### src/rtl/mem_arbiter_pkg.sv
// +----------------------------------------------------------------------+
// | mem_arbiter_pkg : shared widths, constants and FSM encoding          |
// | Rev 1.0                                                              |
// +----------------------------------------------------------------------+
`default_nettype none

package mem_arbiter_pkg;
  localparam int ADDR_TP = 32;
  localparam int WORD_TP = 32;
  localparam int BYTE_TP = 8;
  localparam int CNT_W   = 7;

  localparam logic TRUE  = 1'b1;
  localparam logic FALSE = 1'b0;
  localparam logic [ADDR_TP-1:0] ZERO_ADDR = '0;

  typedef enum logic [1:0] {
    MA_IDLE  = 2'd0,
    MA_IC_RD = 2'd1,
    MA_LS_RD = 2'd2,
    MA_LS_WR = 2'd3
  } ma_state_e;

  // Byte count of an LSU access; anything but 1 or 2 is a word.
  function automatic logic [CNT_W-1:0] ma_size_norm(input logic [2:0] size);
    case (size)
      3'd1:    return CNT_W'(1);
      3'd2:    return CNT_W'(2);
      default: return CNT_W'(4);
    endcase
  endfunction
endpackage

`default_nettype wire

### src/rtl/mem_arbiter_if.sv
// +----------------------------------------------------------------------+
// | mem_arbiter_if : icache / LSU / byte-RAM bus bundle                  |
// | Rev 1.0                                                              |
// +----------------------------------------------------------------------+
`default_nettype none

interface mem_arbiter_if
  import mem_arbiter_pkg::*;
#(
  parameter int LINE_BYTES = 16,
  parameter int ADDR_W     = ADDR_TP
);
  logic                    ic_req;
  logic [ADDR_W-1:0]       ic_addr;
  logic                    ic_done;
  logic [8*LINE_BYTES-1:0] ic_line;
  logic                    ls_req;
  logic                    ls_we;
  logic [2:0]              ls_size;
  logic [ADDR_W-1:0]       ls_addr;
  logic [WORD_TP-1:0]      ls_wdata;
  logic                    ls_done;
  logic [WORD_TP-1:0]      ls_rdata;
  logic [BYTE_TP-1:0]      mem_din;
  logic [BYTE_TP-1:0]      mem_dout;
  logic [ADDR_W-1:0]       mem_a;
  logic                    mem_wr;

  modport slave (
    input  ic_req, ic_addr, ls_req, ls_we, ls_size, ls_addr, ls_wdata, mem_din,
    output ic_done, ic_line, ls_done, ls_rdata, mem_dout, mem_a, mem_wr
  );

  modport master (
    output ic_req, ic_addr, ls_req, ls_we, ls_size, ls_addr, ls_wdata, mem_din,
    input  ic_done, ic_line, ls_done, ls_rdata, mem_dout, mem_a, mem_wr
  );
endinterface

`default_nettype wire

### src/rtl/mem_arbiter_byte_seq.sv
// +----------------------------------------------------------------------+
// | mem_byte_seq : byte counter, address stepping, read assembly         |
// | Rev 1.0                                                              |
// +----------------------------------------------------------------------+
`default_nettype none

module mem_byte_seq
  import mem_arbiter_pkg::*;
#(
  parameter int LINE_BYTES = 16,
  parameter int ADDR_W     = ADDR_TP
) (
  input  logic                    clk,
  input  logic                    rst,
  input  logic                    start,
  input  logic                    adv,
  input  logic                    stall,
  input  logic                    is_wr,
  input  logic [ADDR_W-1:0]       base,
  input  logic [CNT_W-1:0]        n,
  input  logic [WORD_TP-1:0]      wdata,
  input  logic [BYTE_TP-1:0]      din,
  output logic [ADDR_W-1:0]       addr,
  output logic [BYTE_TP-1:0]      dout,
  output logic                    wr,
  output logic                    last,
  output logic [8*LINE_BYTES-1:0] data
);
  localparam int IDX_W  = $clog2(LINE_BYTES);
  localparam int LINE_W = 8 * LINE_BYTES;

  logic [CNT_W-1:0]   r_cnt, r_n;
  logic [ADDR_W-1:0]  r_base, r_addr;
  logic [WORD_TP-1:0] r_wdata;
  logic [BYTE_TP-1:0] r_dout;
  logic               r_wr, r_is_wr;
  logic [LINE_W-1:0]  r_buf;

  logic               w_more;
  logic [IDX_W-1:0]   w_idx;
  logic [LINE_W-1:0]  w_asm;
  logic [BYTE_TP-1:0] w_wbyte;

  assign w_more  = r_cnt < r_n;
  // RAM returns byte k two edges after its address, so cnt-2 is the slot.
  assign w_idx   = IDX_W'(r_cnt - CNT_W'(2));
  assign w_asm   = r_buf | (LINE_W'(din) << {w_idx, 3'b000});
  assign w_wbyte = BYTE_TP'(r_wdata >> {r_cnt[1:0], 3'b000});

  assign last = r_is_wr ? !w_more : (r_cnt == r_n + CNT_W'(1));
  assign addr = r_addr;
  assign dout = r_dout;
  assign wr   = r_wr;
  assign data = w_asm;

  always_ff @(posedge clk) begin
    if (rst) begin
      r_cnt   <= '0;
      r_n     <= '0;
      r_base  <= ADDR_W'(ZERO_ADDR);
      r_addr  <= ADDR_W'(ZERO_ADDR);
      r_wdata <= '0;
      r_dout  <= '0;
      r_wr    <= FALSE;
      r_is_wr <= FALSE;
      r_buf   <= '0;
    end else if (start) begin
      r_base  <= base;
      r_n     <= n;
      r_cnt   <= CNT_W'(1);
      r_addr  <= base;
      r_buf   <= '0;
      r_wdata <= wdata;
      r_is_wr <= is_wr;
      r_wr    <= is_wr;
      if (is_wr) r_dout <= wdata[BYTE_TP-1:0];
    end else if (adv) begin
      if (r_is_wr) begin
        // cnt counts bytes already issued; a stall withholds the next one.
        if (w_more && !stall) begin
          r_addr <= r_base + ADDR_W'(r_cnt);
          r_dout <= w_wbyte;
          r_wr   <= TRUE;
          r_cnt  <= r_cnt + CNT_W'(1);
        end else begin
          r_wr <= FALSE;
        end
      end else if (!last) begin
        r_cnt <= r_cnt + CNT_W'(1);
        if (w_more) r_addr <= r_base + ADDR_W'(r_cnt);
        if (r_cnt >= CNT_W'(2)) r_buf <= w_asm;
      end
    end
  end
endmodule

`default_nettype wire

### src/rtl/mem_arbiter.sv
// +----------------------------------------------------------------------+
// | mem_arbiter : icache/LSU arbiter for the byte-wide memory port       |
// | Optional: MEM_ARB_IO_STALL_EN stalls IO stores on io_buffer_full     |
// | Rev 1.0                                                              |
// +----------------------------------------------------------------------+
`default_nettype none

module mem_arbiter
  import mem_arbiter_pkg::*;
#(
  parameter int         LINE_BYTES = 16,
  parameter int         ADDR_W     = ADDR_TP,
  parameter logic [1:0] IO_HI      = 2'b11
) (
  input  logic         clk,
  input  logic         rst,
  input  logic         rdy,
  input  logic         flush,
  input  logic         io_buffer_full,
  mem_arbiter_if.slave bus
);
  ma_state_e               r_state;
  logic                    r_last_ls;
  logic                    r_ic_done, r_ls_done;
  logic [8*LINE_BYTES-1:0] r_ic_line;
  logic [WORD_TP-1:0]      r_ls_rdata;

  logic                    w_io_block, w_io_stall;
  logic                    w_ic_elig, w_ls_elig, w_pick_ls, w_grant;
  logic                    w_start, w_adv, w_rd_flush;
  logic [ADDR_W-1:0]       w_addr;
  logic [BYTE_TP-1:0]      w_dout;
  logic                    w_wr, w_last;
  logic [8*LINE_BYTES-1:0] w_data;

`ifdef MEM_ARB_IO_STALL_EN
  logic r_io_dst;
  assign w_io_block = bus.ls_we && (bus.ls_addr[17:16] == IO_HI) && io_buffer_full;
  assign w_io_stall = r_io_dst && io_buffer_full;
`else
  logic w_unused_io;
  assign w_unused_io = &{1'b0, io_buffer_full, IO_HI};
  assign w_io_block  = FALSE;
  assign w_io_stall  = FALSE;
`endif

  // A requester whose done is showing still holds req; never re-grant it.
  assign w_ic_elig  = bus.ic_req && !r_ic_done;
  assign w_ls_elig  = bus.ls_req && !r_ls_done && !w_io_block;
  assign w_pick_ls  = w_ls_elig && (!w_ic_elig || !r_last_ls);
  assign w_grant    = (r_state == MA_IDLE) && !flush && (w_ic_elig || w_ls_elig);
  assign w_start    = rdy && w_grant;
  assign w_rd_flush = flush && ((r_state == MA_IC_RD) || (r_state == MA_LS_RD));
  assign w_adv      = rdy && (r_state != MA_IDLE) && !w_rd_flush;

  mem_byte_seq #(
    .LINE_BYTES (LINE_BYTES),
    .ADDR_W     (ADDR_W)
  ) u_seq (
    .clk   (clk),
    .rst   (rst),
    .start (w_start),
    .adv   (w_adv),
    .stall (w_io_stall && (r_state == MA_LS_WR)),
    .is_wr (w_pick_ls && bus.ls_we),
    .base  (w_pick_ls ? bus.ls_addr : bus.ic_addr),
    .n     (w_pick_ls ? ma_size_norm(bus.ls_size) : CNT_W'(LINE_BYTES)),
    .wdata (bus.ls_wdata),
    .din   (bus.mem_din),
    .addr  (w_addr),
    .dout  (w_dout),
    .wr    (w_wr),
    .last  (w_last),
    .data  (w_data)
  );

  assign bus.mem_a    = w_addr;
  assign bus.mem_dout = w_dout;
  assign bus.mem_wr   = w_wr && rdy;
  assign bus.ic_done  = r_ic_done;
  assign bus.ic_line  = r_ic_line;
  assign bus.ls_done  = r_ls_done;
  assign bus.ls_rdata = r_ls_rdata;

  always_ff @(posedge clk) begin
    if (rst) begin
      r_state    <= MA_IDLE;
      r_last_ls  <= FALSE;
      r_ic_done  <= FALSE;
      r_ls_done  <= FALSE;
      r_ic_line  <= '0;
      r_ls_rdata <= '0;
`ifdef MEM_ARB_IO_STALL_EN
      r_io_dst   <= FALSE;
`endif
    end else if (rdy) begin
      r_ic_done <= FALSE;
      r_ls_done <= FALSE;
      case (r_state)
        MA_IDLE: begin
          if (w_grant) begin
            r_last_ls <= w_pick_ls;
`ifdef MEM_ARB_IO_STALL_EN
            r_io_dst  <= bus.ls_addr[17:16] == IO_HI;
`endif
            if (!w_pick_ls)     r_state <= MA_IC_RD;
            else if (bus.ls_we) r_state <= MA_LS_WR;
            else                r_state <= MA_LS_RD;
          end
        end
        MA_IC_RD: begin
          if (flush) begin
            r_state <= MA_IDLE;
          end else if (w_last) begin
            r_state   <= MA_IDLE;
            r_ic_done <= TRUE;
            r_ic_line <= w_data;
          end
        end
        MA_LS_RD: begin
          if (flush) begin
            r_state <= MA_IDLE;
          end else if (w_last) begin
            r_state    <= MA_IDLE;
            r_ls_done  <= TRUE;
            r_ls_rdata <= w_data[WORD_TP-1:0];
          end
        end
        MA_LS_WR: begin
          if (w_last) begin
            r_state   <= MA_IDLE;
            r_ls_done <= TRUE;
          end
        end
        default: r_state <= MA_IDLE;
      endcase
    end
  end
endmodule

`default_nettype wire
### src/flat_wrapper.sv
// flat-port wrapper written by rule: the top's interface ports become plain ports
module mem_arbiter_flat import mem_arbiter_pkg::*;
#(
  parameter int         LINE_BYTES = 16,
  parameter int         ADDR_W     = ADDR_TP,
  parameter logic [1:0] IO_HI      = 2'b11
)
  (clk, rst, rdy, flush, io_buffer_full, bus_ic_req, bus_ic_addr, bus_ls_req, bus_ls_we, bus_ls_size, bus_ls_addr, bus_ls_wdata, bus_mem_din, bus_ic_done, bus_ic_line, bus_ls_done, bus_ls_rdata, bus_mem_dout, bus_mem_a, bus_mem_wr);
  mem_arbiter_if #(.LINE_BYTES(LINE_BYTES), .ADDR_W(ADDR_W)) bus_i ();
  input  logic clk;
  input  logic rst;
  input  logic rdy;
  input  logic flush;
  input  logic io_buffer_full;
  input wire logic [$bits(bus_i.ic_req)-1:0] bus_ic_req;
  input wire logic [$bits(bus_i.ic_addr)-1:0] bus_ic_addr;
  input wire logic [$bits(bus_i.ls_req)-1:0] bus_ls_req;
  input wire logic [$bits(bus_i.ls_we)-1:0] bus_ls_we;
  input wire logic [$bits(bus_i.ls_size)-1:0] bus_ls_size;
  input wire logic [$bits(bus_i.ls_addr)-1:0] bus_ls_addr;
  input wire logic [$bits(bus_i.ls_wdata)-1:0] bus_ls_wdata;
  input wire logic [$bits(bus_i.mem_din)-1:0] bus_mem_din;
  output wire logic [$bits(bus_i.ic_done)-1:0] bus_ic_done;
  output wire logic [$bits(bus_i.ic_line)-1:0] bus_ic_line;
  output wire logic [$bits(bus_i.ls_done)-1:0] bus_ls_done;
  output wire logic [$bits(bus_i.ls_rdata)-1:0] bus_ls_rdata;
  output wire logic [$bits(bus_i.mem_dout)-1:0] bus_mem_dout;
  output wire logic [$bits(bus_i.mem_a)-1:0] bus_mem_a;
  output wire logic [$bits(bus_i.mem_wr)-1:0] bus_mem_wr;
  assign bus_i.ic_req = bus_ic_req;
  assign bus_i.ic_addr = bus_ic_addr;
  assign bus_i.ls_req = bus_ls_req;
  assign bus_i.ls_we = bus_ls_we;
  assign bus_i.ls_size = bus_ls_size;
  assign bus_i.ls_addr = bus_ls_addr;
  assign bus_i.ls_wdata = bus_ls_wdata;
  assign bus_i.mem_din = bus_mem_din;
  assign bus_ic_done = bus_i.ic_done;
  assign bus_ic_line = bus_i.ic_line;
  assign bus_ls_done = bus_i.ls_done;
  assign bus_ls_rdata = bus_i.ls_rdata;
  assign bus_mem_dout = bus_i.mem_dout;
  assign bus_mem_a = bus_i.mem_a;
  assign bus_mem_wr = bus_i.mem_wr;
  mem_arbiter #(.LINE_BYTES(LINE_BYTES), .ADDR_W(ADDR_W), .IO_HI(IO_HI)) u_core (.clk(clk), .rst(rst), .rdy(rdy), .flush(flush), .io_buffer_full(io_buffer_full), .bus(bus_i));
endmodule
### config.mk
export PLATFORM = sky130hd
export DESIGN_NAME = mem_arbiter_flat
export DESIGN_NICKNAME = d
export VERILOG_FILES = /design/src/rtl/mem_arbiter_pkg.sv /design/src/rtl/mem_arbiter_if.sv /design/src/rtl/mem_arbiter_byte_seq.sv /design/src/rtl/mem_arbiter.sv /design/src/flat_wrapper.sv
export SDC_FILE = /design/constraint.sdc
export NUM_CORES = 1
export LEC_CHECK = 0
export ABC_AREA = 1
export ABC_CLOCK_PERIOD_IN_PS = 3250
export CAP_MARGIN = 20
export CORE_UTILIZATION = 50
export CTS_CLUSTER_DIAMETER = 150
export CTS_CLUSTER_SIZE = 14
export DETAILED_ROUTE_END_ITERATION = 8
export HOLD_SLACK_MARGIN = 0.08
export MAX_ROUTING_LAYER = met4
export PLACE_DENSITY = 0.76
export SETUP_SLACK_MARGIN = 0.15
export SLEW_MARGIN = 20
export SYNTH_ARGS = -nofsm -noshare
export SYNTH_HDL_FRONTEND = slang
export SYNTH_SLANG_ARGS = --single-unit
### constraint.sdc
create_clock -name clk -period 3.25 [get_ports clk]
set_input_delay 0.8125 -clock clk [delete_from_list [all_inputs] [get_ports clk]]
set_output_delay 0.8125 -clock clk [all_outputs]
set_load 0.02 [all_outputs]
* After elaboration in Yosys (flattened, before gate mapping)
Index checks and enable logic that the tools add are counted.
** Word-level totals
- Memories kept :: 0
- Register bits after elaboration :: 413
- RAM bits :: 0
- Bits in read-only memories :: 0
- Input port bits :: 115
- Output and inout port bits :: 203
- Word-level logic and storage cells :: 111
- Bits in latches :: 0
** Cells by class
- Bitwise logic cells :: 4
- $mul :: 0
- Add/sub/neg operators :: 4
- Shift operators :: 2
- Order comparisons :: 2
- Muxes and demuxes :: 33
- Divide/modulo/power cells :: 0
- Reduce and logical (&&, ||, !) cells :: 38
- Equality and inequality tests :: 12
** Operators by type and width (count)
- 32-bit two-way mux :: 6
- 128-bit bitwise OR :: 1
- 8-bit by 7-bit << shifter with 128-bit output :: 1
- 8-bit two-way mux :: 5
- 32-bit by 7-bit adder with 32-bit output :: 1
- 32-bit by 5-bit >> shifter with 8-bit output :: 1
- 7-bit two-way mux :: 4
- 4-bit AND reduction :: 4
- 7-bit by 1-bit adder with 7-bit output (second input constant) :: 2
- 1-bit logical AND :: 11
- 1-bit two-way mux :: 11
- 3-bit AND reduction :: 3
- 2-bit two-way mux :: 4
- 2-bit by 1-bit != test with 1-bit output (second input constant) :: 4
- 2-bit nonzero test :: 4
- 7-bit == test :: 1
- 7-bit by 2-bit >= comparator with 1-bit output (second input constant) :: 1
- 1-bit zero test :: 7
- 7-bit less-than comparator :: 1
- 3-bit by 2-bit != test with 1-bit output (second input constant) :: 2
- 2-bit case mux with 3 select lines :: 1
- 3-bit case mux with 2 select lines :: 1
- 2-bit AND reduction :: 3
- 2-bit == test (second input constant) :: 2
- other kinds (9) :: 14

* Logic depth before layout (Yosys ltp)
Gate-level depths: netlist of the first run.
- Depth in word-level cells :: 8
- Mapped depth :: 18
- Gate-level depth less buffers :: 15

* Modules after synthesis
Synthesis of the first run repeated with hierarchy kept, for this count alone.
** Unflattened totals
- Cell total of the unflattened synthesis :: 2650
- Area total of the unflattened synthesis :: 18336.3 sq um
** Modules (own cells, without submodules)
- mem_byte_seq :: seq. area each 4964.8 sq um, area an instance 11903.9 sq um, instances 1, cells an instance 1785
- mem_arbiter :: seq. area each 3303.2 sq um, area an instance 6432.4 sq um, instances 1, cells an instance 865

* Worst setup path before layout of the first run
OpenSTA, ideal clock, no wires.
- Kind :: flip-flop to flip-flop
- Start :: register u_core.u_seq.r_cnt[0]
- End :: register u_core.r_ic_line[118], in the netlist u_core.bus.ic_line[118]
- Library setup time :: 0.113 ns
- Path buffers :: 4
- Required time :: 3.137 ns
- Data arrival time :: 2.274 ns
- Stages on the path, launching flop included :: 14
- Setup slack :: 0.863 ns
- Clock period less this slack :: 2.387 ns
- Path through :: dfxtp_1 > buf_2 > clkinv_1 > clkbuf_1 > ha_1 > nand3b_1 > nor2_2 > nand4_4 > nand2_2 > nand3_2 > buf_2 > buf_2 > nor2_1 > nor2_1
** On the way
- Cells in the longest elaborated chain, start to end :: 4
- Elaborated cells between the ends (all ways) :: 8
- Classes of those cells :: add/sub: 1; order compare: 1; eq/ne: 1; shift: 1; mux: 1; bitwise: 1; reduce/logical: 2
** RTL lines
- from (decl) :: line mem_arbiter_byte_seq.sv:32 : logic [CNT_W-1:0] r_cnt, r_n;
- from (signal assigned) :: line mem_arbiter_byte_seq.sv:84 : r_cnt <= r_cnt + CNT_W'(1);
- from (signal assigned) :: line mem_arbiter_byte_seq.sv:89 : r_cnt <= r_cnt + CNT_W'(1);
- parallel branches: the longest is 4 deep, another holds 4-bit by 2-bit subtractor with 4-bit output
- to (signal assigned) :: line mem_arbiter.sv:117 : r_ic_line <= w_data;
- to (decl) :: line mem_arbiter.sv:25 : logic [8*LINE_BYTES-1:0] r_ic_line;
Parallel ways; which one is timed is not known.
A chain may end at the register's enable or synchronous reset.

* Worst setup path after layout of the first run
- Start :: input port rdy
- End :: output port bus_mem_wr
** On the way
- Cells in the longest elaborated chain, start to end :: 1
** RTL lines
- from (decl) :: line flat_wrapper.sv:12 : input logic rdy;
- 1-bit logical AND :: line mem_arbiter.sv:79 : assign bus.mem_wr = w_wr && rdy;
- to (decl) :: line flat_wrapper.sv:29 : output wire logic [$bits(bus_i.mem_wr)-1:0] bus_mem_wr;
Every way passes these cells.

==> flow_metrics.tcl, run 1 <==
set metrics [dict create \
    status "finished clean" \
    synth_mux_area_frac 0 \
    io_pins 318 \
    drt-pass1-iter-count 6 \
    synth_compound_area_frac 0.136 \
    fin_crit_sh 0.906 \
    synth_area_leaders "dfxtp_1, nand2_1, nor2_1, inv_1, a21oi_1" \
    worst_pin_slew_ns 0.793 \
    maxCapViolCount 0 \
    yosysSeqAreaShare 0.424 \
    p_seq_frac 0.489 \
    grt_pass1_vias 17712 \
    synth_top_cell_area_share 0.424 \
    ant_nets 0 \
    timing.fmax_mhz 339 \
    drc 0 \
    min-delay-path-class "flop to flop" \
    synth_commonest_cells "nand2_1, nor2_1, inv_1, dfxtp_1, a21oi_1" \
    pwr-share-clk 0.341 \
    path_clk_slew_ns 0.06 \
    finClkSkew_ns 0.0167 \
    yosysMostFrequentCell "nand2_1" \
    crit_top_cell "clkdlybuf4s50_1" \
    portBuffers 316 \
    slowest_delay_ns 0.59 \
    synth_top_family_by_area "simple AND/OR/NAND/NOR gates" \
    synth-simple-area-share 0.276 \
    rsz0062_at_grt "no" \
    switching_power_mw 3.10 \
    critPathRequiredTime_ns 2.44 \
    yosysTopAreaCell "dfxtp_1" \
    worstPathArrival_ns 2.13 \
    ctsResizeCount 0 \
    htree_levels 2 \
    cp_max_fo 4 \
    die_w_um 199 \
    synth_area_per_cell_sq_um 6.46 \
    dp_hpwl_mm 39.6 \
    drt-total-wl_mm 56.0 \
    hold_depth 2 \
    syn_area_sq_um 19400 \
    start_kind "input pin" \
    hold_viol 0 \
    hold_slack_ns 0.444 \
    clockBufferDepth 3 \
    grt_start_max_net_pins 99 \
    avgRoutedWirePerCell_um 14.9 \
    grt_pass1_wl_mm 88.6 \
    r2r_cells 8 \
    synth_fa_ha_area_frac 0.0146 \
    ir_worst_vdd_mv 0.317 \
    r2r-start "u_core.u_seq.r_cnt[1]" \
    postCtsSetupBuffers 0 \
    setup_slack_ns 0.304 \
    syn_nets 3132 \
    hp-start "u_core.u_seq.r_buf[120]" \
    vias_per_cell 5.02 \
    whs_endpoint "u_core.u_seq.r_buf[120]" \
    synthArstFlopShare 0 \
    r2r_slack_ns 0.56 \
    gp_congestion 0.908 \
    via_count 18821 \
    clock_latency_ns 0.52 \
    critical_path_class "input pin to output port" \
    power_frac_comb 0.170 \
    clock_sinks 410 \
    die_y_um 199 \
    cts-buffers-inserted 35 \
    cp_slowest_cell "clkdlybuf4s50_1" \
    hold_buffers 0 \
    ys_ff_latch 410 \
    start_util 0.511 \
    post_route_cells_drive_above_1_share 0.0355 \
    place_ws_ns 0.327 \
    overflow 0 \
    fillers 3502 \
    core_sq_um 37800 \
    cts-root-buf "clkbuf_16" \
    p_per_area_nw_per_um2 459 \
    internal-power_mw 7.84 \
    final_nets 3377 \
    synth-warning-count 0 \
    crit_chain "clkdlybuf4s50_1, nand2_1, inv_1, clkdlybuf4s50_1" \
    finalMaxSlewViolations 0 \
    synthFlopType "dfxtp_1" \
    yosys.area_share.xor_xnor 0.00362 \
    tns_ns 0 \
    endpoint_kind "output port" \
    synth_cells 2995 \
    fp-row-count 71 \
    ys_types 40 \
    antenna_found_initial 1 \
    drt_first_iter_violations 1256 \
    cts_tree "done" \
    leakagePower_nw 11.5 \
    netSwitchingFraction 0.283 \
    synth_edf_count 0 \
    die_area_sq_um 39500 \
    relSlewSlack 0.468 \
    finalCriticalPeriod_ns 2.95 \
    track_usage 0.287 \
    area_growth_pct 23.0 \
    setup_viol 0 \
    reg2reg_to "u_core.bus.ic_line[3]" \
]
layout make-up:
cell class	count	area [sq um]	share of cell area
Clock inverter	2	20.0	0.000841
Inverter	527	1980	0.0833
Antenna cell	1	2.50	0.000105
Sequential cell	410	8210	0.345
Clock buffer	35	876	0.0368
Multi-Input combinational cell	1899	8380	0.352
Tap cell	511	639	0.0268
Timing Repair Buffer	367	3710	0.156
kinds of logic (layout without fill, tap and decap cells):
kind of cell    after synthesis  after routing
other cells                   0              1
compound gates              501            501
fa+ha+maj                    22             22
flops                       410            410
buf+inv                     686            931
simple gates               1368           1368
xor+xnor                      8              8
metal layers:
metal  track usage  wire, um  up-vias
met3        0.0468      3680       98
met2         0.479     26500      616
li1              -         -     9565
met1         0.355     24300     8542
met4        0.0866      1500        0
met5             -         0        -
power groups by stage:
stage               sequential, mW  clock, mW  combinational, mW
finish                        5.35       3.73               1.86
global route                  5.37       3.99               2.03
CTS                           5.35       3.78               1.85
detailed placement            5.46          0               1.84
global placement              5.46          0               1.81
floorplan                     5.55          0              0.966
cell usage in the layout, fill, tap and decap left out, types with 2 or more instances in the layout:
master | Yosys | layout
nand2_1 | 687 | 687
or2_2 | 3 | 3
o22ai_1 | 9 | 9
buf_4 | 11 | 38
nor2_2 | 4 | 3
inv_1 | 519 | 519
and2_1 | 2 | 2
clkdlybuf4s50_1 | 0 | 316
o21bai_1 | 9 | 9
nand4_1 | 10 | 10
inv_2 | 7 | 6
o31ai_1 | 2 | 2
xor2_1 | 5 | 5
o21ai_0 | 140 | 140
nand3_1 | 60 | 59
nand3_4 | 1 | 2
nand3b_1 | 2 | 2
buf_12 | 0 | 13
dfxtp_1 | 410 | 408
xnor2_1 | 3 | 2
a31oi_1 | 64 | 64
dfxtp_2 | 0 | 2
inv_6 | 0 | 2
a21oi_1 | 266 | 266
nor2_1 | 569 | 569
o21ai_1 | 7 | 7
nor3b_1 | 2 | 2
nand2_2 | 5 | 4
clkbuf_16 | 0 | 35
nor3_1 | 20 | 20
ha_1 | 21 | 20
worst max-delay path by stage:
stage	cells after the start	slack (ns)	to	start
floorplan	13	0.86	u_core.bus.ic_line[118]	u_core.u_seq.r_cnt[0]
global placement	4	0.34	bus_mem_wr	rdy
detailed placement	4	0.33	bus_mem_wr	rdy
CTS	4	0.32	bus_mem_wr	rdy
global route	4	0.28	bus_mem_wr	rdy
finish	4	0.30	bus_mem_wr	rdy
through the flow:
| stage | utilization | power (mW) | std cells | area [sq um] |
|---|---|---|---|---|
| 6_report | 0.629 | 10.9 | 3752 | 23800 |
| 3_5_place_dp | 0.606 | 7.30 | 3714 | 22900 |
| 2_1_floorplan | - | 6.52 | 2995 | 19400 |
| 4_1_cts | 0.629 | 11.0 | 3751 | 23800 |
| 5_1_grt | 0.629 | 11.4 | 3752 | 23800 |
| 3_3_place_gp | 0.606 | 7.27 | 3714 | 22900 |
critical path: cells and delay by family:
kind,cells,cell delay (ns)
buffers and inverters,3,1.22
and+or+nand+nor,1,0.09
registers in the layout (all words and copies together), names as in the netlist, 2 cells and up:
signal / cells
u_core.u_seq.r_wdata: 32
u_core.u_seq.r_buf: 128
u_core.r_state: 2
u_core.u_seq.dout: 8
u_core.bus.ic_line: 128
u_core.u_seq.r_n: 4
u_core.bus.ls_rdata: 32
u_core.u_seq.addr: 32
u_core.u_seq.r_cnt: 7
u_core.u_seq.r_base: 32
Power figures use the tool's default switching activity.
==> inputs of run 2 (changes only) <==
- CORE_UTILIZATION: 50 -> 54
- PLACE_DENSITY: 0.76 -> 0.81
==> run 2 against run 1 <==
  * Die area decreased by 7.3%
  * Sequential power about the same
  * Count of clock-buffer cells in the layout increased by 1
  * Register-to-register slack got worse by 0.04 ns
  * Worst setup slack got worse by 0.051 ns
  * Flip-flop and latch count unchanged
==> flow_metrics.tcl, run 2 (same netlist as run 1, synthesis figures left out) <==
set metrics [dict create \
    fin_crit_sh 0.922 \
    track_usage 0.315 \
    die_y_um 191 \
    slowest_delay_ns 0.61 \
    finalCriticalPeriod_ns 3.00 \
    cts_tree "done" \
    ant_nets 0 \
    avgRoutedWirePerCell_um 15.3 \
    drc 0 \
    worstPathArrival_ns 2.18 \
    leakagePower_nw 11.5 \
    clockBufferDepth 3 \
    final_nets 3375 \
    path_buf_inv 3 \
    multiInputGateArea_sq_um 8380 \
    crit_family "buffers and inverters" \
    endpoint_kind "output port" \
    area_growth_pct 22.8 \
    htree_levels 2 \
    cts-root-buf "clkbuf_16" \
    hold_buffers 0 \
    pwr-share-clk 0.345 \
    cts-buffers-inserted 35 \
    ir_worst_vdd_mv 0.394 \
    dp_hpwl_mm 40.0 \
    switching_power_mw 3.13 \
    hold_viol 0 \
    rsz0062_at_grt "no" \
    drt-pass1-iter-count 6 \
    p_seq_frac 0.486 \
    fillers 2983 \
    timing.fmax_mhz 334 \
    tns_ns 0 \
    drt-total-wl_mm 56.5 \
    grt_pass1_vias 18111 \
    path_clk_slew_ns 0.07 \
    layout_commonest_cell "nand2_1" \
    ctsResizeCount 0 \
    core_sq_um 34900 \
    crit_top_cell "clkdlybuf4s50_1" \
    start_kind "input pin" \
    clock_latency_ns 0.53 \
    internal-power_mw 7.90 \
    post_route_cells_drive_above_1_share 0.0352 \
    gp_congestion 0.931 \
    finClkSkew_ns 0.0140 \
    register_area_sq_um 8210 \
    p_per_area_nw_per_um2 464 \
    netSwitchingFraction 0.284 \
    min-delay-path-class "flop to flop" \
    power_frac_comb 0.169 \
    cp_max_fo 4 \
    die_area_sq_um 36600 \
    finalMaxSlewViolations 0 \
    postCtsSetupBuffers 0 \
    fp-row-count 68 \
    via_count 19149 \
    power_mw 11.0 \
    setup_viol 0 \
    antenna_found_initial 0 \
    overflow 0 \
    drt_first_iter_violations 1678 \
    worst_pin_slew_ns 0.894 \
    io_pins 318 \
    diodes 0 \
    critical_path_class "input pin to output port" \
    vias_per_cell 5.18 \
    clock_sinks 410 \
    setup_slack_ns 0.253 \
    portBuffers 316 \
    layout_common_cells "nand2_1, nor2_1, inv_1, dfxtp_1, clkdlybuf4s50_1" \
    grt_start_max_net_pins 121 \
    cp_slowest_cell "clkdlybuf4s50_1" \
    place_ws_ns 0.196 \
    relSlewSlack 0.399 \
    maxCapViolCount 0 \
    crit_chain "clkdlybuf4s50_1, nand2_1, inv_1, clkdlybuf4s50_1" \
    die_w_um 191 \
    status "finished clean" \
    grt_pass1_wl_mm 89.9 \
    start_util 0.555 \
    critPathRequiredTime_ns 2.44 \
]
==> run 2: cell types whose count changed in the layout (fill, tap and decap cells not counted), sizes merged <==
cell    before  now
clkinv       1    2
buf         51   49
diode        1    0
clkbuf      35   36
==> run 2: area by class of cell <==
class / count / area share
Clock buffer: 36 / 0.0379
Clock inverter: 3 / 0.00153
Inverter: 527 / 0.0834
Multi-Input combinational cell: 1899 / 0.352
Sequential cell: 410 / 0.345
Tap cell: 455 / 0.0240
Timing Repair Buffer: 365 / 0.155
==> run 2: final timing paths <==
path | start | to | slack (ns) | depth (start not counted)
setup / recovery | rdy | bus_mem_wr | 0.25 | 4
setup reg to reg | u_core.u_seq.r_cnt[0] | u_core.u_seq.r_buf[51] | 0.52 | 10
hold / removal | u_core.u_seq.r_buf[7] | u_core.u_seq.r_buf[7] | 0.44 | 2
hold reg to reg | u_core.u_seq.r_buf[7] | u_core.u_seq.r_buf[7] | 0.44 | 2
==> run 2: per-layer routing <==
layer  vias up  routed length (um)  global-route usage  part of all wire
met3       152                3950              0.0446             0.070
li1       9557                   -                   -                 -
met4         0                2310               0.134             0.041
met2       736               26600               0.511              0.47
met1      8704               23600               0.390              0.42
met5         -                   0                   -                 0
==> run 2: power by group through the flow <==
stage	combinational, mW	clock [mW]	sequential (mW)
floorplan	0.966	0	5.55
global placement	1.80	0	5.46
detailed placement	1.84	0	5.47
CTS	1.85	3.85	5.36
global route	2.03	4.05	5.37
finish	1.87	3.81	5.36
==> run 2: stage by stage <==
step / hold slack, ns / std cells / area, sq um / util
final: 0.443 / 3695 / 23800 / 0.681
after global placement: 0.424 / 3656 / 22800 / 0.654
after CTS: 0.445 / 3695 / 23800 / 0.681
after global routing: 0.456 / 3695 / 23800 / 0.681
after detailed placement: 0.432 / 3656 / 22800 / 0.654
after floorplan: 0.413 / 2995 / 19400 / -
==> run 2: worst register-to-register path, delay by kind of cell (launching register included) <==
kind | cells | cell delay, ns
simple gates | 5 | 0.83
fa+ha+maj | 1 | 0.30
flops | 1 | 0.52
buf+inv | 3 | 0.70
compound gates | 1 | 0.23
